**src/rtl/tomasulo_pkg.sv**
```systemverilog
// Shared types and constants for the Tomasulo add/sub reservation station.
package tomasulo_pkg;

    localparam int DW      = 8;   // operand data width
    localparam int TW      = 4;   // register tag width
    localparam int RW      = 3;   // ROB index width
    localparam int IW      = 3;   // reservation-station index width
    localparam int NUM_ENT = 3;   // reservation-station entries

    localparam logic [3:0] FN_ADD = 4'b0000;
    localparam logic [3:0] FN_SUB = 4'b0001;

    typedef enum logic [1:0] {
        FREE  = 2'd0,
        WAIT  = 2'd1,
        READY = 2'd2,
        EXEC  = 2'd3
    } rs_state_t;

    typedef struct packed {
        logic [3:0]    func;
        logic [TW-1:0] rd;
        logic [RW-1:0] rob;
        logic [DW-1:0] v1;
        logic [DW-1:0] v2;
        logic [TW-1:0] q1;
        logic [TW-1:0] q2;
        logic          r1;
        logic          r2;
        logic [1:0]    age;
        rs_state_t     state;
    } rs_entry_t;

endpackage

```
**src/rtl/rs_oldest_select.sv**
```systemverilog
// Combinational picker: returns the READY entry with the greatest age,
// lowest index winning on ties.
module rs_oldest_select
    import tomasulo_pkg::*;
(
    input  logic [NUM_ENT-1:0]   ready,
    input  logic [2*NUM_ENT-1:0] ages,
    output logic                 sel_valid,
    output logic [IW-1:0]        sel_index
);

    logic [1:0] best_age;

    // Scan upward; a strictly greater age is needed to displace the current
    // pick, so equal ages keep the lower index.
    always_comb begin
        sel_valid = 1'b0;
        sel_index = '0;
        best_age  = 2'd0;
        for (int i = 0; i < NUM_ENT; i++) begin
            if (ready[i] && (!sel_valid || ages[2*i +: 2] > best_age)) begin
                sel_valid = 1'b1;
                sel_index = IW'(i);
                best_age  = ages[2*i +: 2];
            end
        end
    end

endmodule

```
**src/rtl/add_rs_dispatch.sv**
```systemverilog
// Three-entry reservation station feeding the add/sub execution unit:
// allocation, CDB wakeup, oldest-ready dispatch and completion release.
module add_rs_dispatch
    import tomasulo_pkg::*;
(
    input  logic          clk1,
    input  logic          rst,
    input  logic          iss_valid,
    output logic          iss_ready,
    input  logic [3:0]    iss_func,
    input  logic [TW-1:0] iss_rd,
    input  logic [RW-1:0] iss_rob,
    input  logic [DW-1:0] iss_v1,
    input  logic [DW-1:0] iss_v2,
    input  logic [TW-1:0] iss_q1,
    input  logic [TW-1:0] iss_q2,
    input  logic          iss_r1,
    input  logic          iss_r2,
    input  logic          cdb_valid,
    input  logic [TW-1:0] cdb_tag,
    input  logic [DW-1:0] cdb_data,
    input  logic          ex_busy,
    output logic          disp_valid,
    output logic [3:0]    disp_func,
    output logic [DW-1:0] disp_rs1_data,
    output logic [DW-1:0] disp_rs2_data,
    output logic [RW-1:0] disp_rob,
    output logic [TW-1:0] disp_rd,
    output logic [IW-1:0] disp_rs_index,
    input  logic          ex_done,
    input  logic [IW-1:0] ex_done_index,
    output logic [1:0]    occ_count,
    output logic          err_ovf
);

    rs_entry_t ent_reg  [NUM_ENT];
    rs_entry_t ent_next [NUM_ENT];
    rs_entry_t alloc_entry;
    rs_entry_t sel_entry;

    logic [NUM_ENT-1:0]   free_vec;
    logic [NUM_ENT-1:0]   ready_vec;
    logic [NUM_ENT-1:0]   exec_vec;
    logic [2*NUM_ENT-1:0] age_vec;

    logic          iss_ready_reg;
    logic          iss_ready_next;
    logic          iss_accept;
    logic          alloc_found;
    logic [IW-1:0] alloc_idx;
    logic          sel_valid;
    logic [IW-1:0] sel_index;
    logic          disp_fire;
    logic          new_r1;
    logic          new_r2;

    logic          disp_valid_reg;
    logic [3:0]    disp_func_reg;
    logic [DW-1:0] disp_rs1_reg;
    logic [DW-1:0] disp_rs2_reg;
    logic [RW-1:0] disp_rob_reg;
    logic [TW-1:0] disp_rd_reg;
    logic [IW-1:0] disp_idx_reg;
    logic          err_ovf_reg;

    // Per-entry status flags flattened for the picker and control logic.
    generate
        for (genvar gi = 0; gi < NUM_ENT; gi++) begin : g_flags
            assign free_vec[gi]          = (ent_reg[gi].state == FREE);
            assign ready_vec[gi]         = (ent_reg[gi].state == READY);
            assign exec_vec[gi]          = (ent_reg[gi].state == EXEC);
            assign age_vec[2*gi +: 2]    = ent_reg[gi].age;
        end
    endgenerate

    rs_oldest_select u_select (
        .ready     (ready_vec),
        .ages      (age_vec),
        .sel_valid (sel_valid),
        .sel_index (sel_index)
    );

    assign iss_accept = iss_valid && iss_ready_reg && alloc_found;
    assign disp_fire  = !ex_busy && !(|exec_vec) && sel_valid;

    // Lowest-index free slot for the next allocation.
    always_comb begin
        alloc_found = 1'b0;
        alloc_idx   = '0;
        for (int i = NUM_ENT - 1; i >= 0; i--) begin
            if (free_vec[i]) begin
                alloc_found = 1'b1;
                alloc_idx   = IW'(i);
            end
        end
    end

    // New entry image, bypassing a same-cycle CDB broadcast into missing operands.
    always_comb begin
        new_r1 = iss_r1 || (cdb_valid && iss_q1 == cdb_tag);
        new_r2 = iss_r2 || (cdb_valid && iss_q2 == cdb_tag);
        alloc_entry       = '0;
        alloc_entry.func  = iss_func;
        alloc_entry.rd    = iss_rd;
        alloc_entry.rob   = iss_rob;
        alloc_entry.q1    = iss_q1;
        alloc_entry.q2    = iss_q2;
        alloc_entry.v1    = iss_r1 ? iss_v1 : cdb_data;
        alloc_entry.v2    = iss_r2 ? iss_v2 : cdb_data;
        alloc_entry.r1    = new_r1;
        alloc_entry.r2    = new_r2;
        alloc_entry.age   = 2'd0;
        alloc_entry.state = (new_r1 && new_r2) ? READY : WAIT;
    end

    // Entry-level next state: ageing, wakeup, dispatch, completion, allocation.
    always_comb begin
        for (int i = 0; i < NUM_ENT; i++) begin
            ent_next[i] = ent_reg[i];
            if (iss_accept && ent_reg[i].state != FREE && ent_reg[i].age != 2'b11)
                ent_next[i].age = ent_reg[i].age + 2'd1;
            case (ent_reg[i].state)
                WAIT: begin
                    if (cdb_valid && !ent_reg[i].r1 && ent_reg[i].q1 == cdb_tag) begin
                        ent_next[i].v1 = cdb_data;
                        ent_next[i].r1 = 1'b1;
                    end
                    if (cdb_valid && !ent_reg[i].r2 && ent_reg[i].q2 == cdb_tag) begin
                        ent_next[i].v2 = cdb_data;
                        ent_next[i].r2 = 1'b1;
                    end
                    if (ent_next[i].r1 && ent_next[i].r2)
                        ent_next[i].state = READY;
                end
                READY: begin
                    if (disp_fire && sel_index == IW'(i))
                        ent_next[i].state = EXEC;
                end
                EXEC: begin
                    if (ex_done && ex_done_index == IW'(i)) begin
                        ent_next[i].state = FREE;
                        ent_next[i].age   = 2'd0;
                    end
                end
                default: ;
            endcase
            if (iss_accept && alloc_idx == IW'(i))
                ent_next[i] = alloc_entry;
        end
    end

    // Selected entry contents for the dispatch registers.
    always_comb begin
        sel_entry = '0;
        for (int i = 0; i < NUM_ENT; i++) begin
            if (sel_index == IW'(i))
                sel_entry = ent_reg[i];
        end
    end

    // Free-slot availability after this edge, so iss_ready can be registered.
    always_comb begin
        iss_ready_next = 1'b0;
        for (int i = 0; i < NUM_ENT; i++) begin
            if (ent_next[i].state == FREE)
                iss_ready_next = 1'b1;
        end
    end

    // Occupancy straight from the entry registers.
    always_comb begin
        occ_count = 2'd0;
        for (int i = 0; i < NUM_ENT; i++) begin
            if (!free_vec[i])
                occ_count = occ_count + 2'd1;
        end
    end

    // State registers, dispatch registers and the sticky overflow flag.
    always_ff @(posedge clk1) begin
        if (rst) begin
            for (int i = 0; i < NUM_ENT; i++)
                ent_reg[i] <= '0;
            iss_ready_reg  <= 1'b1;
            disp_valid_reg <= 1'b0;
            disp_func_reg  <= '0;
            disp_rs1_reg   <= '0;
            disp_rs2_reg   <= '0;
            disp_rob_reg   <= '0;
            disp_rd_reg    <= '0;
            disp_idx_reg   <= '0;
            err_ovf_reg    <= 1'b0;
        end else begin
            for (int i = 0; i < NUM_ENT; i++)
                ent_reg[i] <= ent_next[i];
            iss_ready_reg  <= iss_ready_next;
            disp_valid_reg <= disp_fire;
            if (disp_fire) begin
                disp_func_reg <= sel_entry.func;
                disp_rs1_reg  <= sel_entry.v1;
                disp_rs2_reg  <= sel_entry.v2;
                disp_rob_reg  <= sel_entry.rob;
                disp_rd_reg   <= sel_entry.rd;
                disp_idx_reg  <= sel_index;
            end
            if (iss_valid && !iss_ready_reg)
                err_ovf_reg <= 1'b1;
        end
    end

    assign iss_ready     = iss_ready_reg;
    assign disp_valid    = disp_valid_reg;
    assign disp_func     = disp_func_reg;
    assign disp_rs1_data = disp_rs1_reg;
    assign disp_rs2_data = disp_rs2_reg;
    assign disp_rob      = disp_rob_reg;
    assign disp_rd       = disp_rd_reg;
    assign disp_rs_index = disp_idx_reg;
    assign err_ovf       = err_ovf_reg;

endmodule
```
**config.mk**
```make
export PLATFORM = sky130hd
export DESIGN_NAME = add_rs_dispatch
export DESIGN_NICKNAME = d
export VERILOG_FILES = /design/src/rtl/tomasulo_pkg.sv /design/src/rtl/rs_oldest_select.sv /design/src/rtl/add_rs_dispatch.sv
export SDC_FILE = /design/constraint.sdc
export NUM_CORES = 1
export LEC_CHECK = 0
export ABC_AREA = 1
export BUFFER_PORTS_ARGS = -buffer_cell sky130_fd_sc_hd__buf_4
export CAP_MARGIN = 20
export CORE_MARGIN = 3
export CORE_UTILIZATION = 63
export CTS_CLUSTER_SIZE = 14
export DETAILED_ROUTE_END_ITERATION = 12
export PLACE_DENSITY = 0.87
export SYNTH_ARGS = -nofsm -noshare
export SYNTH_HDL_FRONTEND = slang
export SYNTH_SLANG_ARGS = --single-unit
```
**constraint.sdc**
```tcl
create_clock -name clk1 -period 4.45 [get_ports clk1]
set_input_delay 1.335 -clock clk1 [delete_from_list [all_inputs] [get_ports clk1]]
set_output_delay 1.335 -clock clk1 [all_outputs]
set_load 0.03 [all_outputs]
```
# Yosys cells after proc, flatten, opt, wreduce, memory -nomap -nowiden
# Memory sizes are Yosys's and may differ from the RTL's.
# Index checks and enable logic that the tools add are counted.
# totals
in_bits,58
regBits,33
n_memories,1
output_inout_bits,35
mem_bits_rw,123
elab_cells,189
# mem_list
name,words,width,rd,rd_ports_with_merged_regs,wr,line,text
ent_reg,3,41,3,0,3,add_rs_dispatch.sv:36,rs_entry_t ent_reg [NUM_ENT];
# op_classes
n_eq_ne,26
bitwise_logic,3
reduce_logical,69
mux,74
n_lt_le_gt_ge,2
addsub,5
# op_table
operator,count
41-bit two-way mux,9
8-bit two-way mux,8
16-bit two-way mux,3
2-bit two-way mux,22
1-bit logical AND,40
4-bit equality test,8
1-bit two-way mux,24
2-bit case mux with 3 select lines,3
2-bit equality test (second input constant),6
2-bit logical NOT,6
4-bit two-way mux,3
1-bit logical NOT,11
2-bit by 1-bit adder with 2-bit output (second input constant),5
3-bit by 1-bit equality test with 1-bit output (second input constant),3
3-bit by 2-bit equality test with 1-bit output (second input constant),3
3-bit logical NOT,3
2-bit by 1-bit equality test with 1-bit output (second input constant),3
3-bit two-way mux,2
2-bit != test (second input constant),3
2-bit nonzero test,3
3-bit OR reduction,2
2-bit greater-than comparator,2
1-bit logical OR,4
1-bit bitwise OR,3

# Logic depth before layout (Yosys ltp)
# Gate-level depths: netlist of the first run.
# An unclocked memory read counts as a cell.
# depth
ltp_word,18
ltp_mapped,26
ltp_nobuf,26

# Hierarchy
# A second synthesis of the first run with hierarchy kept.
# hier_totals
cells_unflattened,1105
area_unflattened_um2,7568.5
# by_module_without_submodules
mod,cells_each,area_each_um2,n_inst,seq_area_each_um2
add_rs_dispatch,1066,7369.6,1,3123.0
rs_oldest_select,39,198.9,1,0.0

# Worst setup path before layout of the first run
# No wires, ideal clock.
# synth_timing
kind,reg-to-output
startpoint,memory ent_reg[0][1] in the netlist's numbering
endpoint,output port occ_count[0]
n_path_buf,0
required_time_ps,3115
path_slack_ps,1665
path_stages_with_launch,5
arrival_time_ps,1450
path_cell_list,dfxtp_1 -> nor2_4 -> inv_1 -> ha_1 -> xnor2_1
# synth_lines
element,line,text
from (decl),add_rs_dispatch.sv:36,
to (decl),add_rs_dispatch.sv:32,"output logic [1:0] occ_count,"

==> key figures, run 1 <==
Status
  • Outcome: finished clean

STA
  • RSZ-0062 raised after global routing: no
  • Setup-failing EPs final: 0
  • Max Slew Vio Count: 0
  • Setup TNS: 0 ns
  • Fin crit share: 0.749
  • Fin. Hold Viols: 0
  • Max Clk Rate: 300 MHz
  • Worst Max-Slew Pin Slew: 0.846 ns
  • Worst Clk Skew: 0.00885 ns
  • Slew margin rel.: 0.436
  • Post-layout min period: 3.33 ns
  • Final setup margin: 1.12 ns

Finish
  • Largest register FFs: 123
  • Final-stage net count: 1,267
  • Layout cells sized above 1: 0.131
  • Fillers: 915
  • Most frequent cells in the layout: 367 x nand2_1, 155 x dfxtp_1, 122 x inv_1
  • Antenna diode count: 0
  • Area Overhead vs Synth: 16.0%
  • Leading cell type in the layout, fill and taps excluded: nand2_1

Synthesis
  • Syn avg cell area: 6.73 sq um
  • Ys Warns: 0
  • Dominant synthesized flop cell: dfxtp_1
  • Share of the synthesized area in the top cell type: 0.406
  • Post-synth ARST share: 0
  • Top cells by area, synth: dfxtp_1 41%, nand2_1 18%, inv_1 6.0%
  • Netlist cell types: 34
  • Seq/Total Area, Yosys: 0.406
  • EDFF count, synth: 0
  • Yosys reg bits: 155
  • Post-synthesis instance total: 1,135
  • Syn nets: 1,203
  • Post-synth top area cell: dfxtp_1
  • Mapped Area: 7640 sq um

Routing
  • Via/cell ratio: 5.71
  • Initial DRC count: 1,001
  • First-pass iteration count of the detailed router: 6
  • Final ANT Viol Nets: 0
  • Total detailed-routing wirelength: 20.7 mm
  • Mean routed wirelength per cell: 15.3 um
  • DRC: 0
  • Via count: 7,726

Worst setup path
  • Worst path required time: 4.82 ns
  • Startpoint Class: flip-flop
  • Crit path largest cell delay: 0.49 ns
  • Arrival @ worst endpoint: 3.70 ns
  • Worst R2R Start: ent_reg[0][1]$_SDFF_PP0_
  • CP most frequent cell: nand2_1
  • Register-to-register setup slack: 1.12 ns
  • Kind of critical path: reg -> reg
  • CP endpoint kind: flip-flop
  • RR Endpoint: disp_rs1_data[7]$_SDFFE_PP0P_
  • FF-to-FF path depth: 23
  • Slowest CP cell: inv_1
  • Worst Path Max Fanout: 20
  • Critical Path Source: ent_reg[0][1]$_SDFF_PP0_
  • Cells along the critical path: nand2_1 -> inv_1 -> nand2_1 -> ha_1 -> nand2_1 -> nand2_1 -> nand2_1 -> nand2_1 -> nand2_1 -> nand2_1 -> o21ai_0 -> ha_1 -> nand2_1 -> nand2_1 -> nand2_1 -> nand2_1 -> nand2_2 -> nand2_2 -> inv_1 -> nand2_1 -> nand4_1 -> o211ai_1 -> inv_1
  • Setup crit end: disp_rs1_data[7]$_SDFFE_PP0P_

GRT
  • GRT Overall Usage: 0.314
  • Initial antenna violation count: 0
  • Global-route wire length before repair: 33.9 mm
  • Total gr overflow: 0
  • Vias in the first global route: 7,061
  • Largest net degree at the start of global routing: 67

Die
  • Top Ports: 93
  • DIE HEIGHT: 116 um
  • Rows: 39
  • Die area: 13,500 sq um
  • Chip width: 116 um
  • Initial Utilization: 0.658
  • Core Region: 11,600 sq um

Placement
  • Setup Slack @ Placement: 1.26 ns
  • RD Place Congestion: 0.896
  • Detailed Place HPWL: 14.1 mm
  • Port buffer count: 91

Clocking
  • Clock Path Buffers: 2
  • Postcts setup bufs: 0
  • Root buffer cell: clkbuf_16
  • H-tree depth: 4
  • Sink Count: 155
  • PostCTS Resize Cnt: 0
  • Hold_buf cts: 0
  • Clock Latency Late Sink: 0.43 ns
  • Clock slew seen by the registers of the worst setup and hold paths: 0.06 ns
  • CTS tree: done
  • Total CTS buffers: 17

Hold path
  • Min-Delay Path Class: reg -> reg
  • Hold depth: 2

Power and ir drop
  • PD cells: 644 nW/um^2
  • Peak VDD IR: 0.000286 V
  • LEAKAGE: 3.96 nW

Flow run
  • Max Cap Viol: 0
## cell families (layout without fill, tap and decap cells)
family	Yosys count	after routing	share of synthesized area
adder cells (fa/ha/maj)	10	10	0.0164
buffers and inverters	181	256	0.0987
flip-flops	155	155	0.406
AND/OR/NAND/NOR	558	558	0.301
other	1	1	0.000491
multiplexers	3	3	0.00393
XOR/XNOR	10	10	0.0115
AO/OA/AOI/OAI	217	217	0.162
## worst min-delay path by stage
stage	slack [ns]	end	start
final	0.46	ent_reg[0][37]$_SDFFE_PP0P_	ent_reg[0][37]$_SDFFE_PP0P_
after global routing	0.48	ent_reg[0][37]$_SDFFE_PP0P_	ent_reg[0][37]$_SDFFE_PP0P_
after CTS	0.46	ent_reg[0][40]$_SDFFE_PP0P_	ent_reg[0][40]$_SDFFE_PP0P_
after detailed placement	0.45	ent_reg[0][40]$_SDFFE_PP0P_	ent_reg[0][40]$_SDFFE_PP0P_
after global placement	0.44	ent_reg[0][39]$_SDFFE_PP0P_	ent_reg[0][39]$_SDFFE_PP0P_
after floorplan	0.43	ent_reg[0][37]$_SDFFE_PP0P_	ent_reg[0][37]$_SDFFE_PP0P_
## Yosys cell counts, drive strengths merged, types with 3 or more instances
cell / number
nand2: 370
dfxtp: 155
nor2: 131
inv: 128
o21ai: 86
a21oi: 51
a31oi: 45
buf: 27
nand4: 27
clkbuf: 26
nand3: 24
o211ai: 22
ha: 10
o2111ai: 7
xor2: 7
a22oi: 3
mux2i: 3
or2: 3
xnor2: 3
## power breakdown
part           internal [mW]  switching [mW]  total [mW]  leakage [nW]
Sequential              1.77           0.241        2.01          1.26
Combinational          0.736            1.54        2.28          2.41
Clock                  0.873           0.556        1.43         0.287
Total                   3.38            2.34        5.71          3.96
## cell type report
type / count / area (sq um) / share of cell area
repair buffers: 98 / 736 / 0.0830
flip-flops and latches: 155 / 3100 / 0.350
well taps: 143 / 179 / 0.0202
clock inverters: 8 / 92.6 / 0.0104
clock buffers: 22 / 484 / 0.0546
multi-input cells: 799 / 3790 / 0.428
inverters: 128 / 480 / 0.0542
## critical path, delay by kind of cell, from the launching register on
kind | cells | cell delay (ns)
DFF | 1 | 0.43
adders and majority gates | 2 | 0.59
and+or+nand+nor | 16 | 1.40
buffers and inverters | 3 | 0.68
AOI/OAI and AO/OA | 2 | 0.18
## metrics by stage
| step | instance area (sq um) | hold WS [ns] | total power [mW] | util | std cells |
|---|---|---|---|---|---|
| floorplan | 7640 | 0.430 | 3.66 | - | 1135 |
| global placement | 8290 | 0.438 | 4.19 | 0.714 | 1323 |
| detailed placement | 8290 | 0.447 | 4.25 | 0.714 | 1323 |
| CTS | 8870 | 0.455 | 5.68 | 0.763 | 1353 |
| global route | 8870 | 0.478 | 6.07 | 0.763 | 1353 |
| finish | 8870 | 0.455 | 5.71 | 0.763 | 1353 |
## layer usage
layer  track usage  vias to the layer above  routed length [um]
met3        0.0715                       36                2110
met5             0                        -                   0
met4        0.0889                        0                 306
li1              -                     3788                   -
met1         0.439                     3464                8930
met2         0.492                      438                9330
Power figures use the tool's default switching activity.
==> inputs of run 2 (changes only) <==
Settings changed: CORE_UTILIZATION 63 to 53, PLACE_DENSITY 0.87 to 0.79.
Clock period 4.45 ns to 2.75 ns, I/O delays scaled along.
==> run 2 against run 1 <==
  * Sequential share of layout area decreased by 1.6 points
  * Worst hold slack improved by 0.00087 ns
  * Wire length increased by 12%
  * Global-route usage decreased by 3.1 points
  * Register-to-register slack got worse by 1.2 ns
  * Critical endpoint unchanged
  * Largest power group unchanged
  * Critical path type unchanged
  * Die area increased by 18%
  * The run now ends with setup timing left
  * Cell count increased by 4.7%
  * Clock skew increased by 0.0024 ns
  * Power increased by 70%
  * First-iteration DRC count decreased by 10%
  * Clock-buffer cell count decreased by 3
  * Largest cell class unchanged
==> key figures, run 2 (synthesis results as in run 1) <==
STA
  • Final setup margin: -0.0712 ns
  • Worst Max-Slew Pin Slew: 0.761 ns
  • Max Clk Rate: 354 MHz
  • Post-layout min period: 2.82 ns
  • RSZ-0062 raised after global routing: yes
  • Hold Slack: 0.456 ns
  • Fin crit share: 1.03
  • Slew margin rel.: 0.493
  • Fin. Hold Viols: 0
  • Max Slew Vio Count: 0
  • Setup-failing EPs final: 5
  • Worst Clk Skew: 0.0113 ns

Routing
  • DRC: 0
  • Final ANT Viol Nets: 0
  • Via count: 7,943
  • Total detailed-routing wirelength: 23.1 mm
  • Via/cell ratio: 5.61
  • First-pass iteration count of the detailed router: 5
  • Mean routed wirelength per cell: 16.3 um
  • Initial DRC count: 899

Finish
  • Area Overhead vs Synth: 21.7%
  • Largest register FFs: 123
  • Most frequent cells in the layout: 346 x nand2_1, 152 x dfxtp_1, 119 x buf_4
  • Leading cell type in the layout, fill and taps excluded: nand2_1
  • Final-stage net count: 1,295
  • Layout cells sized above 1: 0.180
  • Antenna diode count: 0

GRT
  • Global-route wire length before repair: 36.4 mm
  • Total gr overflow: 0
  • GRT Overall Usage: 0.283
  • Initial antenna violation count: 0
  • Vias in the first global route: 7,302
  • Largest net degree at the start of global routing: 67

Die
  • Top Ports: 93
  • Chip width: 126 um
  • Initial Utilization: 0.546
  • DIE HEIGHT: 126 um
  • Rows: 43
  • Die area: 15,900 sq um
  • Core Region: 14,000 sq um

Placement
  • Port buffer count: 91
  • Setup Slack @ Placement: -0.210 ns
  • RD Place Congestion: 0.944
  • Detailed Place HPWL: 15.3 mm

Worst setup path
  • FF-to-FF path depth: 23
  • Worst path required time: 3.07 ns
  • Worst Path Max Fanout: 5
  • Kind of critical path: reg -> reg
  • CP endpoint kind: flip-flop
  • Arrival @ worst endpoint: 3.14 ns
  • Startpoint Class: flip-flop

Power and ir drop
  • Switching share of power: 0.427
  • Part of the power in registers: 0.337
  • Peak VDD IR: 0.000534 V
  • Int Pwr: 5.55 mW
  • PD cells: 1040 nW/um^2
  • Net Switching: 4.14 mW
  • Clock Power Share: 0.229
  • LEAKAGE: 4.11 nW
  • Comb pwr share: 0.434

Hold path
  • Hold depth: 2
  • Min-Delay Path Class: reg -> reg

Flow run
  • Max Cap Viol: 0

Status
  • Failing checks: setup timing
  • Outcome: finished, violations left

Clocking
  • CTS tree: done
  • Hold_buf cts: 0
  • Clock Path Buffers: 2
  • Total CTS buffers: 17
  • Clock Latency Late Sink: 0.43 ns
  • Clock slew seen by the registers of the worst setup and hold paths: 0.06 ns
  • Sink Count: 155
  • H-tree depth: 4
  • Root buffer cell: clkbuf_16
[run 2: cell count changes in the layout (fill, tap and decap cells not counted), sizes merged]
cell	delta
clkbuf	-3
clkinvlp	+6
buf	+24
bufinv	-1
inv	-1
clkinv	+2
[run 2: worst max-delay path: stages, from the launching register on]
cell and delay, ns:
dfxtp_2 0.32, inv_2 0.07, nand2_4 0.07, inv_4 0.06, nand2_4 0.06, ha_4 0.27
nand2_2 0.05, nand2_2 0.06, nand2_2 0.06, nand2_2 0.08, nand2_4 0.07, nand2_1 0.06
o21ai_1 0.07, ha_1 0.31, nand2_1 0.09, nand2_1 0.08, nand2_2 0.08, nand2_4 0.10
nand2_8 0.14, clkinvlp_4 0.16, nand2_1 0.09, nand4_1 0.11, o211ai_1 0.14, inv_1 0.07
[run 2: area by class of cell]
type | instances | area [sq um]
Sequential cell | 155 | 3110
Timing Repair inverter | 4 | 28.8
Inverter | 128 | 494
Multi-Input combinational cell | 799 | 3950
Fill cell | 1242 | 4690
Tap cell | 180 | 225
Timing Repair Buffer | 122 | 945
Clock inverter | 10 | 97.6
Clock buffer | 19 | 453
[run 2: final timing paths]
check / from / endpoint / slack (ns)
min: ent_reg[0][34]$_SDFFE_PP0P_ / ent_reg[0][34]$_SDFFE_PP0P_ / 0.46
max reg2reg: ent_reg[0][0]$_SDFF_PP0_ / disp_rs1_data[7]$_SDFFE_PP0P_ / -0.07
min reg2reg: ent_reg[0][34]$_SDFFE_PP0P_ / ent_reg[0][34]$_SDFFE_PP0P_ / 0.46
max: ent_reg[0][0]$_SDFF_PP0_ / disp_rs1_data[7]$_SDFFE_PP0P_ / -0.07
[run 2: metrics by stage]
stage	util	instance area [sq um]	TNS, ns	std cells	power (mW)
floorplan	-	7640	0	1135	5.92
global placement	0.609	8520	-1.22	1381	7.02
detailed placement	0.609	8520	-3.56	1381	7.10
CTS	0.652	9120	0	1413	9.42
global route	0.665	9300	-4.38	1417	10.2
finish	0.665	9300	-0.159	1417	9.69
[run 2: power by group through the flow]
stage / sequential (mW) / combinational (mW) / clock [mW]
2_1_floorplan: 3.49 / 2.43 / 0
3_3_place_gp: 3.26 / 3.76 / 0
3_5_place_dp: 3.27 / 3.84 / 0
4_1_cts: 3.23 / 3.96 / 2.23
5_1_grt: 3.32 / 4.60 / 2.32
6_report: 3.27 / 4.21 / 2.22
[run 2: repair_timing]
item / 4_1_cts / 5_1_grt
endpoints found under the setup margin: 30 / 34
pin swaps: 5 / 30
setup buffers: 0 / 3
cloned: 3 / 1
resized for setup: 16 / 43
hold endpoints to repair: 0 / 0
[run 2: layer usage]
layer / routed length, um / track usage / up-vias
met5: 0 / 0 / -
li1: - / - / 3847
met2: 10700 / 0.454 / 381
met1: 9840 / 0.373 / 3666
met4: 442 / 0.0927 / 0
met3: 2150 / 0.0746 / 49
==> inputs of run 3 (changes only) <==
Settings changed: CORE_ASPECT_RATIO from default to 1.5, CORE_UTILIZATION 53 to 52, PLACE_DENSITY 0.79 to 0.77.
Clock period 2.75 ns to 2.3 ns, I/O delays scaled along.
==> run 3 against run 2 <==
  * The flow still finishes with violations (setup timing)
  * Register-to-register slack worse by 0.36 ns
  * Cell area is 5.4% higher
  * Critical path type unchanged
  * Power up 28%
  * Clock skew decreased by 0.0012 ns
  * First-iteration DRC count fell by 31%
  * Die area increased by 2.0%
  * Largest power group unchanged
  * Worst hold slack got worse by 0.0018 ns
==> key figures, run 3 (synthesis results as in run 1) <==
STA
  • Worst Clk Skew: 0.0100 ns
  • Slew margin rel.: 0.457
  • Max Clk Rate: 366 MHz
  • Max Slew Vio Count: 0
  • RSZ-0062 raised after global routing: yes
  • Setup-failing EPs final: 35
  • Worst Max-Slew Pin Slew: 0.806 ns
  • Fin. Hold Viols: 0
  • Post-layout min period: 2.73 ns
  • Final setup margin: -0.433 ns
  • Fin crit share: 1.19

GRT
  • Largest net degree at the start of global routing: 67
  • GRT Overall Usage: 0.285
  • Global-route wire length before repair: 37.1 mm
  • Vias in the first global route: 7,476
  • Initial antenna violation count: 0
  • Total gr overflow: 0

Worst setup path
  • Worst path required time: 2.67 ns
  • Kind of critical path: reg -> reg
  • CP endpoint kind: flip-flop
  • Crit path largest cell delay: 0.35 ns
  • CP most frequent cell: nand2_1
  • Arrival @ worst endpoint: 3.11 ns
  • Worst Path Max Fanout: 6
  • Startpoint Class: flip-flop
  • Cells along the critical path: inv_4 -> nand2_4 -> nor2_1 -> ha_1 -> nand2_1 -> nand2_2 -> nand2_2 -> nand2_4 -> nand2_2 -> o21ai_2 -> ha_1 -> nand2_1 -> nand2_1 -> nand2_1 -> nand2_2 -> nand2_8 -> nand2_8 -> buf_12 -> inv_8 -> nand2_1 -> nand4_1 -> o211ai_1 -> inv_1
  • Slowest CP cell: dfxtp_4

Status
  • Failing checks: setup timing
  • Outcome: finished, violations left

Power and ir drop
  • LEAKAGE: 4.39 nW
  • Peak VDD IR: 0.000920 V
  • PD cells: 1260 nW/um^2

Routing
  • DRC: 0
  • Total detailed-routing wirelength: 23.8 mm
  • Mean routed wirelength per cell: 16.2 um
  • Final ANT Viol Nets: 0
  • Via/cell ratio: 5.47
  • First-pass iteration count of the detailed router: 5
  • Initial DRC count: 618
  • Via count: 8,011

Finish
  • Antenna diode count: 0
  • Layout cells sized above 1: 0.207
  • Largest register FFs: 123
  • Area Overhead vs Synth: 28.3%
  • Final-stage net count: 1,327
  • Fillers: 1,224
  • Fin area: 9800 sq um
  • Most frequent cells in the layout: 346 x nand2_1, 152 x dfxtp_1, 136 x buf_4
  • Leading cell type in the layout, fill and taps excluded: nand2_1

Placement
  • Setup Slack @ Placement: -0.413 ns
  • RD Place Congestion: 0.908
  • DP Area: 8820 sq um
  • Port buffer count: 91
  • Detailed Place HPWL: 16.1 mm

Die
  • Initial Utilization: 0.538
  • DIE HEIGHT: 154 um
  • Rows: 53
  • Chip width: 105 um
  • Core Region: 14,200 sq um
  • Die area: 16,200 sq um
  • Top Ports: 93

Hold path
  • Min-Delay Path Class: reg -> reg

Clocking
  • Hold_buf cts: 0
  • Root buffer cell: clkbuf_16
  • H-tree depth: 4
  • Total CTS buffers: 17
  • Clock Path Buffers: 2
  • Clock slew seen by the registers of the worst setup and hold paths: 0.07 ns
  • Sink Count: 155
  • CTS tree: done
  • Clock Latency Late Sink: 0.42 ns

Flow run
  • Max Cap Viol: 0
run 3: cell count changes in the layout (fill, tap and decap cells not counted), moves of 4 or more:
| cell | before | now |
|---|---|---|
| inv_8 | 0 | 4 |
| inv_6 | 0 | 5 |
| buf_6 | 1 | 8 |
| buf_12 | 2 | 10 |
| clkinvlp_4 | 7 | 3 |
| buf_4 | 119 | 136 |
run 3: cell type report:
class / instances / area, sq um / share of cell area
Multi-Input combinational cell: 799 / 3980 / 0.406
Sequential cell: 155 / 3110 / 0.317
Timing Repair Buffer: 155 / 1330 / 0.135
Inverter: 128 / 514 / 0.0525
Clock buffer: 18 / 439 / 0.0448
Tap cell: 192 / 240 / 0.0245
Clock inverter: 14 / 159 / 0.0162
Timing Repair inverter: 3 / 33.8 / 0.00345
run 3: report_power, final:
group          internal (mW)  switching [mW]
logic                   2.13            3.54
registers               3.43           0.445
clock network           1.65            1.18
total                   7.21            5.16
run 3: worst max-delay path: cells and delay by family (launching register included):
family / cells / cell delay (ns)
buffers and inverters: 4 / 0.37
AOI/OAI and AO/OA: 2 / 0.13
DFF: 1 / 0.35
and+or+nand+nor: 15 / 1.24
adders and majority gates: 2 / 0.56
run 3: routing by layer:
layer	GRT usage	vias up	wire length (um)
li1	-	3913	-
met1	0.341	3634	9310
met2	0.488	385	11700
met3	0.0564	79	1710
met4	0.136	0	1060
met5	0	-	0
run 3: stage by stage:
step	power (mW)	util	hold slack, ns	std cells	TNS [ns]
final	12.4	0.691	0.454	1464	-12.84
after global routing	13.0	0.691	0.478	1464	-18.79
after CTS	11.9	0.677	0.458	1455	-7.81
after detailed placement	8.79	0.621	0.448	1414	-11.23
after global placement	8.69	0.621	0.441	1414	-8.35
after floorplan	7.17	-	0.430	1135	-4.34
run 3: path summary, 6_finish.rpt:
| path | start | end | slack, ns | cells after the start |
|---|---|---|---|---|
| max | ent_reg[0][0]$_SDFF_PP0_ | disp_rs1_data[3]$_SDFFE_PP0P_ | -0.43 | 23 |
| max reg2reg | ent_reg[0][0]$_SDFF_PP0_ | disp_rs1_data[3]$_SDFFE_PP0P_ | -0.43 | 23 |
| min | ent_reg[0][35]$_SDFFE_PP0P_ | ent_reg[0][35]$_SDFFE_PP0P_ | 0.45 | 2 |
| min reg2reg | ent_reg[0][35]$_SDFFE_PP0P_ | ent_reg[0][35]$_SDFFE_PP0P_ | 0.45 | 2 |
run 3: timing repair:
action / in CTS / in global routing
pin swaps: 14 / 15
setup buffers: 8 / 8
endpoints found under the setup margin: 35 / 40
resized for setup: 36 / 35
hold endpoints to repair: 0 / 0
gates cloned: 2 / 1
